### src/rtl/opb_register_ppc2simulink_strobe.sv
// OPB slave register written by the PowerPC and handed to fabric logic with a
// one-cycle update strobe; word 4 exposes a 16-bit write counter for readback.
module opb_register_ppc2simulink_strobe #(
  parameter logic [31:0] C_BASEADDR    = 32'h0100_0100,
  parameter logic [31:0] C_HIGHADDR    = 32'h0100_01FF,
  parameter int          C_OPB_AWIDTH  = 32,
  parameter int          C_OPB_DWIDTH  = 32,
  parameter logic [31:0] C_RESET_VALUE = 32'h0000_0000,
  parameter logic [63:0] C_FAMILY      = "virtex5"
) (
  input  logic                    OPB_Clk,
  input  logic                    OPB_Rst,
  input  logic [0:C_OPB_AWIDTH-1] OPB_ABus,
  input  logic [0:3]              OPB_BE,
  input  logic [0:C_OPB_DWIDTH-1] OPB_DBus,
  input  logic                    OPB_RNW,
  input  logic                    OPB_select,
  input  logic                    OPB_seqAddr,
  output logic [0:C_OPB_DWIDTH-1] Sl_DBus,
  output logic                    Sl_errAck,
  output logic                    Sl_retry,
  output logic                    Sl_toutSup,
  output logic                    Sl_xferAck,
  output logic [31:0]             user_data_out,
  output logic                    user_data_valid
);

  localparam logic [1:0] ST_IDLE = 2'd0;
  localparam logic [1:0] ST_ACK  = 2'd1;
  localparam logic [1:0] ST_HOLD = 2'd2;

  // Bus vectors re-expressed little-endian: bit 0 of OPB lands on bit 31 here.
  logic [31:0] addr_s, wdata_s, offset_s;
  logic [3:0]  be_s;
  logic        hit_s, word0_s, word4_s;
  logic        unused_s;

  assign addr_s   = OPB_ABus;
  assign wdata_s  = OPB_DBus;
  assign be_s     = OPB_BE;
  assign offset_s = addr_s - C_BASEADDR;
  assign hit_s    = OPB_select && (addr_s >= C_BASEADDR) && (addr_s <= C_HIGHADDR);
  assign word0_s  = (offset_s[31:3] == 29'd0) && !addr_s[2];
  assign word4_s  = (offset_s[31:3] == 29'd0) && addr_s[2];
  assign unused_s = ^{OPB_seqAddr, C_FAMILY, offset_s[1:0]};

  logic [1:0]  state_q, state_d;
  logic        ack_q, ack_d;
  logic [31:0] rdata_q, rdata_d;
  logic        rnw_q, rnw_d;
  logic        w0_q, w0_d;
  logic        w4_q, w4_d;
  logic [3:0]  be_q, be_d;
  logic [31:0] wdata_q, wdata_d;
  logic [31:0] user_q, user_d;
  logic        valid_q, valid_d;
  logic [15:0] write_count_q, write_count_d;

  function automatic logic [31:0] byte_merge(input logic [31:0] old_v,
                                             input logic [31:0] new_v,
                                             input logic [3:0]  be_v);
    logic [31:0] res;
    res = old_v;
    for (int i = 0; i < 4; i++) begin
      if (be_v[i]) begin
        res[8*i +: 8] = new_v[8*i +: 8];
      end else begin
        res[8*i +: 8] = old_v[8*i +: 8];
      end
    end
    return res;
  endfunction

  // Transfer sequencing, read-data capture and write commit.
  always_comb begin
    state_d       = state_q;
    ack_d         = 1'b0;
    rdata_d       = 32'd0;
    rnw_d         = rnw_q;
    w0_d          = w0_q;
    w4_d          = w4_q;
    be_d          = be_q;
    wdata_d       = wdata_q;
    user_d        = user_q;
    valid_d       = 1'b0;
    write_count_d = write_count_q;
    case (state_q)
      ST_IDLE: begin
        if (hit_s) begin
          state_d = ST_ACK;
          ack_d   = 1'b1;
          rnw_d   = OPB_RNW;
          w0_d    = word0_s;
          w4_d    = word4_s;
          be_d    = be_s;
          wdata_d = wdata_s;
          if (OPB_RNW && word0_s) begin
            rdata_d = user_q;
          end else if (OPB_RNW && word4_s) begin
            rdata_d = {16'd0, write_count_q};
          end else begin
            rdata_d = 32'd0;
          end
        end else begin
          state_d = ST_IDLE;
        end
      end
      ST_ACK: begin
        state_d = ST_HOLD;
        if (!rnw_q && w0_q) begin
          user_d        = byte_merge(user_q, wdata_q, be_q);
          valid_d       = 1'b1;
          write_count_d = write_count_q + 16'd1;
        end else if (!rnw_q && w4_q) begin
          write_count_d = 16'd0;
        end else begin
          write_count_d = write_count_q;
        end
      end
      // Dead cycle so a late select deassertion is not decoded as a new hit.
      ST_HOLD: begin
        state_d = ST_IDLE;
      end
      default: begin
        state_d = ST_IDLE;
      end
    endcase
  end

  // State and output registers; reset aborts any transfer in flight.
  always_ff @(posedge OPB_Clk or posedge OPB_Rst) begin
    if (OPB_Rst) begin
      state_q       <= ST_IDLE;
      ack_q         <= 1'b0;
      rdata_q       <= 32'd0;
      rnw_q         <= 1'b1;
      w0_q          <= 1'b0;
      w4_q          <= 1'b0;
      be_q          <= 4'd0;
      wdata_q       <= 32'd0;
      user_q        <= C_RESET_VALUE;
      valid_q       <= 1'b0;
      write_count_q <= 16'd0;
    end else begin
      state_q       <= state_d;
      ack_q         <= ack_d;
      rdata_q       <= rdata_d;
      rnw_q         <= rnw_d;
      w0_q          <= w0_d;
      w4_q          <= w4_d;
      be_q          <= be_d;
      wdata_q       <= wdata_d;
      user_q        <= user_d;
      valid_q       <= valid_d;
      write_count_q <= write_count_d;
    end
  end

  assign Sl_DBus         = rdata_q;
  assign Sl_xferAck      = ack_q;
  assign Sl_errAck       = 1'b0;
  assign Sl_retry        = 1'b0;
  assign Sl_toutSup      = 1'b0;
  assign user_data_out   = user_q;
  assign user_data_valid = valid_q;

endmodule

### config.mk
export PLATFORM = sky130hd
export DESIGN_NAME = opb_register_ppc2simulink_strobe
export DESIGN_NICKNAME = d
export VERILOG_FILES = /design/src/rtl/opb_register_ppc2simulink_strobe.sv
export SDC_FILE = /design/constraint.sdc
export NUM_CORES = 1
export LEC_CHECK = 0
export CORE_MARGIN = 1.5
export CORE_UTILIZATION = 41
export CTS_BUF_LIST = sky130_fd_sc_hd__clkbuf_8
export DETAILED_ROUTE_END_ITERATION = 12
export GPL_TIMING_DRIVEN = 0
export PLACE_DENSITY = 0.77
export SYNTH_ARGS = -nofsm -noshare
export SYNTH_HDL_FRONTEND = slang
export SYNTH_SLANG_ARGS = --single-unit
export TNS_END_PERCENT = 30
### constraint.sdc
create_clock -name OPB_Clk -period 9.8 [get_ports OPB_Clk]
set_clock_uncertainty 0.2 [all_clocks]
set_input_delay 1.47 -clock OPB_Clk [delete_from_list [all_inputs] [get_ports OPB_Clk]]
set_output_delay 1.47 -clock OPB_Clk [all_outputs]
set_load 0.05 [all_outputs]
; ---- After elaboration in Yosys (flattened, before gate mapping)
; Cells that the tools add are included.
[word_totals]
ff_bits = 123
latchBits = 0
ram_bits = 0
romBits = 0
input_bits = 73
elab_cells = 50
mem_count = 0
[classes]
add_sub_neg = 2
multipliers = 0
div = 0
n_lt_le_gt_ge = 2
eq_ne = 1
n_shift = 0
n_mux = 12
bitwise = 0
n_reduce_logical = 19
[op_table]
columns = operator, count
row1 = 32-bit two-way mux, 3
row2 = 16-bit two-way mux, 3
row3 = "32-bit by 25-bit >= comparator with 1-bit output, second input constant", 1
row4 = "32-bit by 25-bit less-or-equal comparator with 1-bit output, second input constant", 1
row5 = "32-bit by 25-bit subtractor with 32-bit output, second input constant", 1
row6 = 29-bit zero test, 1
row7 = "16-bit by 1-bit adder with 16-bit output, second input constant", 1
row8 = 3-bit AND reduction, 4
row9 = 1-bit logical AND, 8
row10 = 1-bit two-way mux, 5
row11 = 2-bit one-hot mux with 2 select lines, 1
row12 = 2-bit AND reduction, 2
row13 = "2-bit by 1-bit equality test with 1-bit output, second input constant", 1
row14 = 1-bit zero test, 2
row15 = 2-bit zero test, 1
row16 = 2-bit nonzero test, 1

; ---- Longest topological paths before layout
; Gate-level depths: netlist of run 1.
[logic_depth]
depth_word = 8
ltp_mapped = 10
depth_no_buf = 9

; ---- Worst setup path after synthesis of run 1
; OpenSTA, ideal clock, no wires.
[synth_path]
kind = input port to flip-flop
startpoint = input OPB_ABus[22] in the netlist's numbering
endpoint = register wdata_q[0]
arrival_ns = 3.285
setup_slack_ns = 6.187
cell_stages = 8
path_cell_list = inv_1 -> ha_1 -> or4b_1 -> o41ai_2 -> and4_1 -> buf_2 -> buf_2 -> mux2_1
[synth_via]
elab_chain_len = 4
[synth_lines]
columns = item, line
row1 = start: declaration, 13  ; input logic [0:C_OPB_AWIDTH-1] OPB_ABus,
row2 = 32-bit by 25-bit >= comparator with 1-bit output, 42  ; assign hit_s = OPB_select && (addr_s >= C_BASEADDR) && (addr_s <= C_HIGHADDR);
row3 = 1-bit logical AND, 42
row4 = 1-bit logical AND (*), 42
row5 = 2-bit AND reduction (no source line) (*), -
row6 = end signal: assignment, 152  ; wdata_q <= wdata_d;
row7 = end: declaration, 54  ; logic [31:0] wdata_q, wdata_d;
; Every way passes the cells marked *; elsewhere a longest branch is shown, timed or not.
; A chain may end at the register's enable or synchronous reset.

; ---- Final worst setup path of run 1
[layout_path]
startpoint = input OPB_ABus[22] in the netlist's numbering
endpoint = register wdata_q[9]
; Same word-level chain as after synthesis.

==> impl_results.md, run 1 <==
- Outcome: finished clean
- TritonCTS buffer count: 17
- Most frequent cells in the layout: 135 x clkdlybuf4s50_1, 121 x dfrtp_1, 37 x mux2_1
- Post-layout min period: 4.10 ns
- P_leak: around 3.3 nW
- Reg-to-reg slack, setup: between 7 and 8 ns
- Chip height: roughly 120 µm
- Finished Core Util: 0.570
- Cells after Synth: 426
- CTS Buffer Depth: 2
- Post-Syn Area per Cell: about 13 µm²
- Final ANT Viol Nets: 0
- Post-DP HPWL: around 9000 µm
- Critical path launch point type: input port
- Worst-path maximum fanout: 10
- Logic pwr share: 0.071
- Clk Latency, worst-skew pair: between 0.4 and 0.5 ns
- Hold Path Class: flop to flop
- DRC: 0
- RR Startpoint: state_q[0]
- Tightest Pin Transition: 0.720 ns
- Total setup buffers inserted after CTS: 0
- Rel. slew slack: 0.520
- CP Class: input port to flop
- Post-synth EDFFs: 0
- Hold path cells: 1
- Fmax: 244 MHz
- Die ar.: approximately 0.014 mm²
- Final Hold Vio Count: 0
- Maximum VDD drop: about 0.097 mV
- Vias in the first global route: about 4200
- Crit path to: wdata_q[9]
- Initial antenna violation count: 0
- All-layer global routing usage: 0.189
- Clock network power share: 0.435
- Port bufs: approximately 140
- Most numerous cell on the critical path: buf_2
- CP bufs+invs: 4
- # hold bufs at CTS: 0
- Reg clk slew, reported paths: around 0.07 ns
- Ant. Diodes: 0
- Internal power: 0.000796 W
- Count of pins over their slew limit: 0
- Area growth, synth to finish: 36.1%
- Psw: ~0.00022 W
- Final nets: ~660
- Reg2reg end: write_count_q[13]
- Setup_tns: 0 ns
- Nature of the critical path endpoint: flop
- Seq pwr share: 0.494
- Synth unique cells: 50
- CTS root buf: clkbuf_8
- Max Cap Viol: 0
- Register bit total from synthesis: 122
- Commonest non-fill, non-tap cell in the layout: clkdlybuf4s50_1
- CP Launch Point: OPB_ABus[22]
- Fill count: approximately 1100
- Global route overflow: 0
- Arrival @ worst endpoint: between 4 and 5 ns
- Finish-stage setup viols: 0
- Pin count of the biggest net entering global routing: 67
- Vias per cell: ~5.2
- Instance count on the critical path: 9
- CTS tree: yes
- Cell Area, Synth: 0.00555 mm²
- Post-CTS sizing: 0
- Initial DRC Count: between 150 and 200
- Family with the most delay on the worst path: buffers and inverters
- Worst-path cell chain: clkdlybuf4s50_1, inv_1, ha_1, or4b_1, o41ai_2, and4_1, buf_2, buf_2, mux2_1
- Die Wd: between 100 and 150 µm
- Number of H-tree levels: 4
- Worst Path Required: 9.92 ns
- # IOs: about 140
- Top_reg_cell synth: dfrtp_1
- Vias post-DR: ~4000
- Sw frac: 0.219
- Yosys warnings: 0
- GP Congestion: around 0.80
- Max stage delay on crit path: 0.51 ns
- Rows: 42
- Worst r2r path cells: 9
- # clock sinks: 122
- Avg WL per Cell: 16.8 µm
- Sequential cell area fraction in the yosys report: 0.551
- Share of post-route cells with drive strength above 1: 0.201
- First-pass GRT wire length: roughly 21000 µm
- Cell Pwr Density: 135 mW/mm²
- Critical-path top delay cell: clkdlybuf4s50_1
- DR pass1 iterations: 4
- Drt total wl: between 10000 and 15000 µm
- Async SR Flop Fraction: 1.00
- Initial Util: 0.419
- RSZ-0062 raised after global routing: false
- Core Region: ~0.013 mm²
- Fin crit share: 0.418
-- power by group through the flow --
stage          Clock (W)  Sequential, W  Combinational, W
2_1_floorplan          0       0.000513         0.0000310
3_3_place_gp           0       0.000513         0.0000701
3_5_place_dp           0       0.000513         0.0000729
4_1_cts         0.000453       0.000504         0.0000735
5_1_grt         0.000476       0.000503         0.0000787
6_report        0.000444       0.000504         0.0000724
-- sequential cells by signal (all words and copies together), names as in the netlist --
signal and count:
rnw_q 1, w4_q 1, be_q 4, user_data_out 32, Sl_DBus 32, wdata_q 32, write_count_q 16, user_data_valid 1
w0_q 1, state_q 2
-- layer usage --
metal  global-route usage  routed length, µm
met5                    0                  0
met4               0.0580                161
met3               0.0599                757
met2                0.311               6220
met1                0.239               5810
-- cell usage after synthesis, drive strengths merged (6+ instances only) --
| master | n | area, µm² |
|---|---|---|
| dfrtp | 121 | 3030 |
| mux2 | 69 | 777 |
| buf | 16 | 106 |
| nand4 | 7 | 43.8 |
| nand2 | 28 | 105 |
| clkbuf | 7 | 26.3 |
| nor4 | 36 | 434 |
| nand2b | 19 | 119 |
| inv | 6 | 22.5 |
| mux2i | 21 | 210 |
| nor2 | 12 | 45.0 |
| o21ai | 17 | 85.1 |
| nand3 | 11 | 55.1 |
| o31ai | 6 | 45.0 |
-- worst min path at each step --
| stage | endpoint | slack (ns) | startpoint |
|---|---|---|---|
| 2_1_floorplan | state_q[1] | 0.21 | state_q[1] |
| 3_3_place_gp | state_q[1] | 0.22 | state_q[1] |
| 3_5_place_dp | state_q[1] | 0.24 | state_q[1] |
| 4_1_cts | state_q[1] | 0.25 | state_q[1] |
| 5_1_grt | state_q[1] | 0.27 | state_q[1] |
| 6_report | state_q[1] | 0.25 | state_q[1] |
-- metrics by stage --
stage | cell area, µm² | cells | worst slack, ns | hold WS, ns | total power, W
CTS | 7550 | 769 | 5.68 | 0.245 | 0.00103
global placement | 7130 | 739 | 3.36 | 0.224 | 0.000583
global route | 7550 | 769 | 5.54 | 0.266 | 0.00106
finish | 7550 | 769 | 5.70 | 0.245 | 0.00102
detailed placement | 7160 | 740 | 5.22 | 0.236 | 0.000586
floorplan | 5550 | 428 | 4.89 | 0.211 | 0.000544
-- kinds of logic after synthesis --
| family | after synthesis | synth area share |
|---|---|---|
| AO/OA/AOI/OAI | 40 | 0.0526 |
| adder cells (fa/ha/maj) | 3 | 0.00677 |
| buffers and inverters | 29 | 0.0280 |
| flip-flops | 122 | 0.551 |
| multiplexers | 90 | 0.178 |
| other | 1 | 0.000676 |
| AND/OR/NAND/NOR | 141 | 0.183 |
-- worst register-to-register path, cell delays in order (launching register included) --
cell     delay (ns)
dfrtp_1        0.37
nor2b_1        0.18
nor2b_1        0.25
nand2_1        0.18
inv_2          0.19
and4_1         0.29
nand2_1        0.08
nor3_1         0.38
nand3_1        0.15
mux2i_1        0.14
-- final cells by class --
class,instances,area (µm²),share of cell area
clock inverter,10,129,0.0171
inverter,6,27.5,0.00365
buffer,23,133,0.0176
multi-input combinational,277,2340,0.311
tap,176,220,0.0292
sequential,122,3050,0.405
timing repair buffer,136,1380,0.183
clock buffer,19,262,0.0346
No activity file was read; power rests on OpenSTA's default activity.
==> run 2: changes to the inputs <==
==> constraint.sdc (replaced) <==
create_clock -name OPB_Clk -period 3.9 [get_ports OPB_Clk]
set_clock_uncertainty 0.2 [all_clocks]
set_input_delay 0.585 -clock OPB_Clk [delete_from_list [all_inputs] [get_ports OPB_Clk]]
set_output_delay 0.585 -clock OPB_Clk [all_outputs]
set_load 0.05 [all_outputs]
==> run 2 against run 1 <==
  * Core utilization grew 0.15 points
  * Critical path depth is 1 lower
  * Via count is 0.57% higher
  * Power up 140%
  * Register-to-register slack got worse by 5.9 ns
  * Sequential share of layout area is 0.11 points lower
  * Count of clock-buffer cells in the layout shrank 1
  * Critical path type unchanged
  * Largest cell class unchanged
==> impl_results.md, run 2 (synthesis results as in run 1) <==
- Hold path cells: 1 (unchanged)
- Final ANT Viol Nets: 0 (unchanged)
- Maximum VDD drop: 0.239 mV (was 0.0972 mV)
- Placement Setup Slack: 0.216 ns (was 5.22 ns)
- Nature of the critical path endpoint: flop (unchanged)
- Initial Util: 0.419 (unchanged)
- RR Startpoint: state_q[0] (unchanged)
- Worst r2r path cells: 9 (unchanged)
- Core Region: 0.0132 mm² (unchanged)
- Vias per cell: 5.24 (was 5.25)
- Hold Path Sink: state_q[1] (unchanged)
- All-layer global routing usage: 0.195 (was 0.189)
- Pin count of the biggest net entering global routing: 42 (was 67)
- Final hold slack: 0.243 ns (was 0.245 ns)
- Die Wd: 119 µm (unchanged)
- Final nets: 661 (was 659)
- CTS root buf: clkbuf_8 (unchanged)
- Worst-path maximum fanout: 10 (unchanged)
- Tightest Pin Transition: 0.739 ns (was 0.720 ns)
- Design Area, Final: 0.00757 mm² (was 0.00755 mm²)
- CP Class: input port to flop (unchanged)
- Cell Pwr Density: 329 mW/mm² (was 135 mW/mm²)
- Fmax: roughly 310 MHz
- Initial DRC Count: 233 (was 175)
- Area growth, synth to finish: 36.5% (was 36.1%)
- DR pass1 iterations: 5 (was 4)
- Arrival @ worst endpoint: 3.32 ns (was 4.22 ns)
- Finished Core Util: 0.572 (was 0.570)
- Critical path launch point type: input port (unchanged)
- GP Congestion: 0.759 (was 0.797)
- Drt total wl: 13200 µm (was 13000 µm)
- # IOs: 142 (unchanged)
- Chip height: 119 µm (unchanged)
- RSZ-0062 raised after global routing: false (unchanged)
- Initial antenna violation count: 0 (unchanged)
- CTS Buffer Depth: 2 (unchanged)
- Hold Path Class: flop to flop (unchanged)
- Post-CTS sizing: 0 (unchanged)
- # hold bufs at CTS: 0 (unchanged)
- Outcome: finished clean (unchanged)
- P_leak: 3.31 nW (was 3.33 nW)
- Setup_tns: 0 ns (unchanged)
- Reg clk slew, reported paths: 0.07 ns (about the same)
- Port bufs: 135 (unchanged)
- Final worst slack: 0.699 ns (was 5.70 ns)
- Max Cap Viol: 0 (unchanged)
- Vias in the first global route: 4277 (was 4221)
- Final Hold Vio Count: 0 (unchanged)
- Post-DP HPWL: 9600 µm (was 9260 µm)
- Vias post-DR: 4057 (was 4034)
- Reg2reg end: write_count_q[15] (was write_count_q[13])
- Ant. Diodes: 0 (unchanged)
- Commonest non-fill, non-tap cell in the layout: clkdlybuf4s50_1 (unchanged)
- Die ar.: 0.0142 mm² (unchanged)
- Clk Latency, worst-skew pair: 0.44 ns (about the same)
- First-pass GRT wire length: 21500 µm (was 20900 µm)
- Total setup buffers inserted after CTS: 0 (unchanged)
- Number of H-tree levels: 4 (unchanged)
- TritonCTS buffer count: 17 (unchanged)
- # clock sinks: 122 (unchanged)
- Rel. slew slack: 0.507 (was 0.520)
- Fill count: 1162 (was 1107)
- Rows: 42 (unchanged)
- Finish-stage setup viols: 0 (unchanged)
- Avg WL per Cell: 17.0 µm (was 16.8 µm)
- Reg-to-reg slack, setup: 1.34 ns (was 7.27 ns)
- Most frequent cells in the layout: 135 x clkdlybuf4s50_1, 121 x dfrtp_1, 37 x mux2_1 (unchanged)
- CTS tree: yes (unchanged)
- Worst Path Required: 4.02 ns (was 9.92 ns)
- Area post-placement: 0.00720 mm² (was 0.00716 mm²)
- Global route overflow: 0 (unchanged)
- Worst hold start: state_q[1] (unchanged)
- DRC: 0 (unchanged)
- Fin crit share: 0.821
- Share of post-route cells with drive strength above 1: 0.211 (was 0.201)
- Post-layout min period: ~3.2 ns
- Count of pins over their slew limit: 0 (unchanged)
==> run 2: cell types whose count changed in the layout (fill, tap and decap cells not counted), sizes merged <==
| cell | change |
|---|---|
| bufinv | -2 |
| clkinvlp | +7 |
| inv | -2 |
| clkinv | +1 |
| clkbuf | -1 |
| buf | +2 |
==> run 2: power by group <==
| group | total (W) | internal [W] | switching (W) |
|---|---|---|---|
| Combinational | 0.000188 | 0.0000924 | 0.0000960 |
| Clock | 0.00104 | 0.000517 | 0.000518 |
| Sequential | 0.00126 | 0.00126 | 0.000000000495 |
==> run 2: through the flow <==
step / power [W] / std cells
floorplan: 0.00137 / 428
global placement: 0.00147 / 739
detailed placement: 0.00148 / 742
CTS: 0.00252 / 774
global route: 0.00258 / 774
finish: 0.00249 / 774
==> run 2: worst max path at each step <==
| stage | start | end | slack [ns] | depth (start not counted) |
|---|---|---|---|---|
| after floorplan | OPB_ABus[22] | wdata_q[0] | 1.17 | 8 |
| final | OPB_ABus[23] | wdata_q[3] | 0.70 | 8 |
| after global routing | OPB_ABus[23] | Sl_DBus[23] | 0.54 | 9 |
| after CTS | OPB_ABus[22] | wdata_q[3] | 0.70 | 9 |
| after global placement | OPB_ABus[23] | wdata_q[3] | 0.29 | 8 |
| after detailed placement | OPB_ABus[22] | wdata_q[3] | 0.22 | 9 |
==> run 2: layout make-up <==
| class | instances | area [µm²] | share of cell area |
|---|---|---|---|
| plain buffers | 23 | 133 | 0.0175 |
| clock buffers | 18 | 248 | 0.0327 |
| clock inverters | 14 | 124 | 0.0164 |
| inverters | 6 | 26.3 | 0.00347 |
| multi-input cells | 277 | 2340 | 0.310 |
| flip-flops and latches | 122 | 3050 | 0.404 |
| well taps | 176 | 220 | 0.0291 |
| repair buffers | 138 | 1420 | 0.187 |
==> run 2: routing by layer <==
layer / GRT usage / vias up / wire [µm]
met2: 0.319 / 143 / 6430
li1: - / 1880 / -
met4: 0.0670 / 0 / 167
met1: 0.250 / 2018 / 5750
met5: 0 / - / 0
met3: 0.0556 / 16 / 809
==> run 2: critical path: stages <==
cell and delay (ns):
clkdlybuf4s50_1 0.59, ha_1 0.20, or4b_1 0.46, o41ai_2 0.28, and4_1 0.24, buf_2 0.26
buf_2 0.34, mux2_1 0.37
==> run 3: changes to the inputs <==
==> constraint.sdc (replaced) <==
create_clock -name OPB_Clk -period 2.95 [get_ports OPB_Clk]
set_clock_uncertainty 0.2 [all_clocks]
set_input_delay 0.4425 -clock OPB_Clk [delete_from_list [all_inputs] [get_ports OPB_Clk]]
set_output_delay 0.4425 -clock OPB_Clk [all_outputs]
set_load 0.05 [all_outputs]
==> run 3 against run 2 <==
  * Via count rose by 0.57%
  * Sequential share of layout area shrank 0.58 points
  * Critical path depth is 1 higher
  * Count of clock-buffer cells in the layout unchanged
  * Die area unchanged
  * Clock power up 32%
  * Non-clock buffer count increased by 4
  * Sequential cell count unchanged
  * Worst hold slack lost 0.014 ns
  * Core utilization grew 0.83 points
  * Highest routed layer unchanged
==> impl_results.md, run 3 (synthesis results as in run 1) <==
- Outcome: finished clean (unchanged)
- Final nets: 665 (was 661)
- Area growth, synth to finish: 38.4% (was 36.5%)
- Reg-to-reg slack, setup: 0.37 ns (was 1.34 ns)
- DRC: 0 (unchanged)
- Commonest non-fill, non-tap cell in the layout: clkdlybuf4s50_1 (unchanged)
- DR pass1 iterations: 4 (was 5)
- Nature of the critical path endpoint: flop (unchanged)
- Total Power: 0.00330 W (was 0.00249 W)
- Rows: 42 (unchanged)
- Fill count: 1156 (was 1162)
- GP Congestion: 0.759 (unchanged)
- Cell Pwr Density: 429 mW/mm² (was 329 mW/mm²)
- TritonCTS buffer count: 17 (unchanged)
- Arrival @ worst endpoint: 3.00 ns (was 3.32 ns)
- Finish-stage setup viols: 0 (unchanged)
- Share of post-route cells with drive strength above 1: 0.219 (was 0.211)
- CP Class: input port to flop (unchanged)
- Final Hold Vio Count: 0 (unchanged)
- Clk Latency, worst-skew pair: 0.44 ns (about the same)
- Post-DP HPWL: 9600 µm (unchanged)
- RSZ-0062 raised after global routing: false (unchanged)
- Most frequent cells in the layout: 133 x clkdlybuf4s50_1, 121 x dfrtp_1, 37 x mux2_1 (was 135 x clkdlybuf4s50_1, 121 x dfrtp_1, 37 x mux2_1)
- First-pass GRT wire length: 21700 µm (was 21500 µm)
- Fin crit share: 0.974
- P_leak: 3.36 nW (was 3.31 nW)
- Worst r2r path cells: 9 (unchanged)
- Reg2reg end: write_count_q[15] (unchanged)
- Drt total wl: 13300 µm (was 13200 µm)
- Port bufs: 135 (unchanged)
- Global route overflow: 0 (unchanged)
- Max Cap Viol: 0 (unchanged)
- Post-layout min period: between 2 and 3 ns
- Ant. Diodes: 0 (unchanged)
- Die Wd: 119 µm (unchanged)
- Fmax: 348 MHz
- Vias post-DR: 4080 (was 4057)
- Rel. slew slack: 0.506 (was 0.507)
- Tightest Pin Transition: 0.741 ns (was 0.739 ns)
- Pin count of the biggest net entering global routing: 42 (unchanged)
- Reg clk slew, reported paths: 0.08 ns (was 0.07 ns)
- # clock sinks: 122 (unchanged)
- Hold Path Class: input port to async pin (was flop to flop)
- Initial Util: 0.419 (unchanged)
- Final ANT Viol Nets: 0 (unchanged)
- Vias per cell: 5.24 (about the same)
- Maximum VDD drop: 0.319 mV (was 0.239 mV)
- # IOs: 142 (unchanged)
- Setup_tns: 0 ns (unchanged)
- Core Region: 0.0132 mm² (unchanged)
- Die ar.: 0.0142 mm² (unchanged)
- Initial DRC Count: 247 (was 233)
- Initial antenna violation count: 0 (unchanged)
- Finished Core Util: 0.580 (was 0.572)
- Worst Path Required: 3.08 ns (was 4.02 ns)
- RR Startpoint: state_q[0] (unchanged)
- Final Non-Filler Cells: 778 (was 774)
- Avg WL per Cell: 17.2 µm (was 17.0 µm)
- Chip height: 119 µm (unchanged)
- Number of H-tree levels: 4 (unchanged)
- Vias in the first global route: 4300 (was 4277)
- Worst-path maximum fanout: 8 (was 10)
- Critical path launch point type: input port (unchanged)
- Count of pins over their slew limit: 0 (unchanged)
- CTS root buf: clkbuf_8 (unchanged)
- CTS tree: yes (unchanged)
- All-layer global routing usage: 0.197 (was 0.195)
- CTS Buffer Depth: 2 (unchanged)
- Placed cells: 742 (unchanged)
-- run 3: changes by cell type in the layout (fill, tap and decap cells not counted), moves of 2 or more --
cell,before,now
nor4_4,1,4
nor4_2,31,28
buf_4,3,9
clkdlybuf4s50_1,135,133
dlygate4sd2_1,0,2
buf_2,10,5
-- run 3: worst max-delay path, stage by stage --
cell and delay (ns):
clkdlybuf4s50_1 0.54, or4_4 0.60, nand2_1 0.09, o211ai_1 0.14, nor4_4 0.37, o2111ai_4 0.17, buf_12 0.19, buf_8 0.14
nor4_2 0.31
-- run 3: what timing repair did --
| item | CTS | global route |
|---|---|---|
| gates resized for setup | 10 | 4 |
| setup buffers | 3 | 0 |
| setup endpoints to repair | 38 | 30 |
| pin swaps | 3 | 0 |
| cloned | 1 | 0 |
| hold buffers | 0 | 0 |
-- run 3: worst max path at each step --
stage | start | depth (start not counted) | endpoint | slack, ns
final | OPB_ABus[5] | 9 | Sl_DBus[23] | 0.08
after detailed placement | OPB_ABus[22] | 9 | wdata_q[3] | -0.59
after floorplan | OPB_ABus[22] | 8 | wdata_q[0] | 0.36
after global routing | OPB_ABus[5] | 9 | Sl_DBus[23] | 0.03
after CTS | OPB_ABus[19] | 8 | Sl_DBus[13] | 0.09
after global placement | OPB_ABus[23] | 8 | wdata_q[3] | -0.51
-- run 3: area by class of cell --
cell class	instances	area, µm²	share of cell area
clock buffer	18	248	0.0323
tap	176	220	0.0287
inverter	6	26.3	0.00342
sequential	122	3050	0.398
clock inverter	14	124	0.0161
multi-input combinational	277	2380	0.310
buffer	23	149	0.0194
timing repair buffer	142	1480	0.193
-- run 3: power by group --
group	total, W	switching [W]	internal [W]
combinational	0.000253	0.000130	0.000123
sequential	0.00167	0.000000000665	0.00167
clock	0.00137	0.000687	0.000684
total	0.00330	0.000817	0.00248
-- run 3: layer usage --
metal,wire (µm),GRT usage,up-vias
met1,5890,0.251,2034
li1,-,-,1890
met3,767,0.0556,15
met2,6520,0.325,141
met4,165,0.0640,0
met5,0,0,-
-- run 3: per-stage QoR --
stage / cell area (µm²) / hold slack (ns) / worst slack, ns
3_5_place_dp: 7200 / 0.234 / -0.591
5_1_grt: 7680 / 0.253 / 0.0268
3_3_place_gp: 7130 / 0.224 / -0.514
6_report: 7680 / 0.229 / 0.0763
2_1_floorplan: 5560 / 0.211 / 0.365
4_1_cts: 7650 / 0.217 / 0.0913
